## src/rtl/demux_1ton_stream.sv

```systemverilog
// Registered 1-to-N valid/ready packet demultiplexer with a per-channel slot.
// Optional per-channel handshake counters: define DEMUX_STREAM_BEAT_COUNT_EN.
module demux_1ton_stream #(
  parameter int WIDTH = 8,
  parameter int N = 4,
  localparam int SEL_W = $clog2(N)
) (
  input  logic               clk,
  input  logic               rst,
  input  logic [WIDTH-1:0]   in_data,
  input  logic [SEL_W-1:0]   in_sel,
  input  logic               in_last,
  input  logic               in_valid,
  output logic               in_ready,
  output logic [N*WIDTH-1:0] out_data,
  output logic [N-1:0]       out_last,
  output logic [N-1:0]       out_valid,
  input  logic [N-1:0]       out_ready,
  output logic               err_sel
`ifdef DEMUX_STREAM_BEAT_COUNT_EN
  ,
  output logic [N*16-1:0]    beat_count
`endif
);

  localparam int NP = 1 << SEL_W;

  typedef enum logic [1:0] {
    IDLE,
    PKT,
    DROP
  } state_t;

  state_t           state;
  logic [SEL_W-1:0] sel_q;
  logic [SEL_W-1:0] target;
  logic [NP-1:0]    slot_free;
  logic [N-1:0]     load;
  logic             sel_bad;
  logic             drop_beat;
  logic             accept;

  // Padded to a power of two so an out-of-range select indexes safely
  always_comb begin
    slot_free        = '0;
    slot_free[N-1:0] = ~out_valid | out_ready;
  end

  assign target    = (state == PKT) ? sel_q : in_sel;
  assign sel_bad   = (state == IDLE) && (32'(in_sel) >= N);
  assign drop_beat = (state == DROP) || sel_bad;
  assign in_ready  = drop_beat || slot_free[target];
  assign accept    = in_valid && in_ready;

  always_comb begin
    load = '0;
    for (int k = 0; k < N; k++) begin
      load[k] = accept && !drop_beat &&
                (target == SEL_W'(k));
    end
  end

  always_ff @(posedge clk or posedge rst) begin
    if (rst) begin
      out_valid <= '0;
      out_last  <= '0;
      out_data  <= '0;
    end else begin
      for (int k = 0; k < N; k++) begin
        if (load[k]) begin
          out_valid[k]              <= 1'b1;
          out_last[k]               <= in_last;
          out_data[k*WIDTH +: WIDTH] <= in_data;
        end else if (out_valid[k] && out_ready[k]) begin
          out_valid[k] <= 1'b0;
        end
      end
    end
  end

  always_ff @(posedge clk or posedge rst) begin
    if (rst) begin
      state   <= IDLE;
      sel_q   <= '0;
      err_sel <= 1'b0;
    end else begin
      err_sel <= 1'b0;
      unique case (state)
        IDLE: begin
          if (accept) begin
            if (sel_bad) begin
              err_sel <= 1'b1;
              if (!in_last) state <= DROP;
            end else if (!in_last) begin
              sel_q <= in_sel;
              state <= PKT;
            end
          end
        end
        PKT, DROP: begin
          if (accept && in_last) state <= IDLE;
        end
        default: state <= IDLE;
      endcase
    end
  end

`ifdef DEMUX_STREAM_BEAT_COUNT_EN
  always_ff @(posedge clk or posedge rst) begin
    if (rst) begin
      beat_count <= '0;
    end else begin
      for (int k = 0; k < N; k++) begin
        if (out_valid[k] && out_ready[k]) begin
          beat_count[k*16 +: 16] <= beat_count[k*16 +: 16] + 16'd1;
        end
      end
    end
  end
`endif

endmodule

```

## config.mk

```make
export PLATFORM = sky130hd
export DESIGN_NAME = demux_1ton_stream
export DESIGN_NICKNAME = d
export VERILOG_FILES = /design/src/rtl/demux_1ton_stream.sv
export SDC_FILE = /design/constraint.sdc
export NUM_CORES = 1
export LEC_CHECK = 0
export CORE_AREA = 2 2 64 66
export DETAILED_ROUTE_END_ITERATION = 7
export DIE_AREA = 0 0 66 68
export PLACE_DENSITY = 0.9
export RECOVER_POWER = 100
export SETUP_SLACK_MARGIN = 0.1
export SYNTH_ARGS = -nofsm -noshare
export SYNTH_HDL_FRONTEND = slang
export SYNTH_SLANG_ARGS = --single-unit
```

## constraint.sdc

```tcl
create_clock -name clk -period 5.09 [get_ports clk]
set_input_delay 1.527 -clock clk [delete_from_list [all_inputs] [get_ports clk]]
set_output_delay 1.527 -clock clk [all_outputs]
set_load 0.02 [all_outputs]
```

==> run metrics <==
Req. time, crit path 3.56 ns; Post-Syn Nets 133; Routed Antenna Nets 0; Root Buffer Master clkbuf_8; FF-to-FF Start state[0]; top-level port count 60; clock latency on the worst-skew pair 0.29 ns; Inserted Clock Buffers 5; first-pass GRT wire length 6.50 mm; Placer Congestion 0.700; worst vdd ir 437 uV; Synth area leader dfrtp_1; vias in the first global route 1,277; nets@finish 198; Leak Pwr 0.00110 uW; H-tree level count 2; crit start category input pin; dominant cells by area after synthesis dfrtp_1 61%, mux2_2 24%, nand4_2 2.1%, nand2_1 1.5%, mux2i_1 1.1%; Hold WC Path Type reg2reg; Rows 23; Tmin final 4.92 ns; GR Overflow Total 0; die width 66 um; Reg-to-Reg End out_data[2]; PnR worst setup slack 0.172 ns; DP HPWL 2.90 mm; Arrival @ worst endpoint 3.39 ns; Clock transition at path regs 0.08 ns; setup bufs post-CTS 0; die footprint 4490 um^2; final setup violation count 0; port bufs 58; flops & latches, synth 43; most common cell after layout, fill and taps aside dfrtp_1; hold endpoint out_last[1]; CTS tree yes; final total power 1790 uW; Die H 68 um; Reg2Reg Depth 4; hold_sp out_last[1]; drt via density 5.09; Critical path origin in_sel[0]; DRT Wirelength 4.05 mm; Hold Vio Cnt, Final 0; drt wl/cell 17.5 um; number of cells on the worst hold path 1; Area Overhead vs Synth 42.9%; critical path endpoint category primary output; Least-Margin Pin Slew 1.46 ns; Tot GR Track Use 19.9%; largest net degree at the start of global routing 28; crit share post-route 96.6%; max-slew violations 0; final hold slack 0.503 ns; utilization after layout 65.0%; Mapped Cells 115; number of diodes 0; slew margin rel. 2.95%; Starting DRT DRC Count 42; initial antenna violation count 0; post-cts sizing count 0; average cell area after synthesis 15.2 um^2; Starting Density 45.5%; critical path class in2out; maximum clock path buffer count 2; RSZ-0062 raised after global routing false; pwr dens 716 nW/um^2; R2R setup slack 2.92 ns; FMAX 203 MHz; Layout Skew 0.00485 ns; max_cap viols 0; core area 3860 um^2; share of the synthesized area in the top cell type 61.4%; Synth warnings 0; worst-path fanout max 5; CTS Hold Bufs 0; Sink Count 43; post-place setup slack 0.208 ns; layout cells sized above 1 28.7%; sequential-to-total area share from yosys stat 61.4%; Setup TNS Final 0 ns; Pre-Repair DR Iteration Count 3; most frequent cells in the layout 43 x dfrtp_1, 41 x dlygate4sd3_1, 37 x mux2_2; outcome finished clean; DRC 0; Mapped Area 1750 um^2; DR vias 1,175; number of distinct library cells after synthesis 22
stage by stage:
| stage | std cells | area (um^2) |
|---|---|---|
| 4_1_cts | 231 | 2540 |
| 2_1_floorplan | 115 | 1750 |
| 6_report | 231 | 2500 |
| 5_1_grt | 231 | 2500 |
| 3_3_place_gp | 223 | 2400 |
| 3_5_place_dp | 223 | 2400 |
sequential cells by signal, summed over array words and instances, names as in the netlist:
register   count
out_data      32
out_valid      4
sel_q          2
out_last       4
state          1
kinds of logic (layout without fill, tap and decap cells):
group | count (synthesis) | count (layout) | synth area share, %
AOI/OAI and AO/OA | 6 | 6 | 2.93
buffers and inverters | 6 | 72 | 1.50
DFF | 43 | 43 | 61.4
muxes | 42 | 42 | 27.2
other | 1 | 1 | 0.214
and+or+nand+nor | 17 | 17 | 6.78
power by group:
| group | internal [uW] | total [uW] | switching [uW] |
|---|---|---|---|
| logic | 424 | 870 | 446 |
| clock network | 195 | 310 | 115 |
| registers | 516 | 614 | 97.5 |
worst max-delay path, stage by stage:
cell and delay [ns]:
clkdlybuf4s50_1 0.45, mux2i_2 0.31, mux2_1 0.40, nand2_1 0.11, nand2_1 0.06, clkdlybuf4s50_1 0.53
layout make-up:
cell class	count	area (um^2)
multi-input cells	66	623
flip-flops and latches	43	1080
well taps	50	62.6
clock inverters	3	67.6
repair buffers	60	592
fillers	290	1350
inverters	4	15.0
clock buffers	5	68.8
routing by layer:
layer / global-route usage [%] / part of all wire (%)
met2: 33.8 / 51
met5: 0 / 0
met4: 6.63 / 1.6
met3: 6.58 / 6.1
met1: 24.1 / 41
worst max path at each step:
| stage | cells after the start | slack [ns] | end |
|---|---|---|---|
| after floorplan | 4 | 1.17 | in_ready |
| final | 6 | 0.17 | in_ready |
| after CTS | 7 | 0.19 | in_ready |
| after detailed placement | 7 | 0.21 | in_ready |
| after global placement | 6 | 0.30 | in_ready |
| after global routing | 6 | 0.10 | in_ready |
cell usage after synthesis, drive strengths merged:
library cell and number:
dfrtp 43, mux2 39, nand2 7, inv 4, o21ai 4, mux2i 3, nand2b 3, nand4 3
a21boi 1, a21oi 1, and2 1, buf 1, clkbuf 1, conb 1, nand3 1, nand4b 1
nor2 1
No activity file was read; power rests on OpenSTA's default activity.
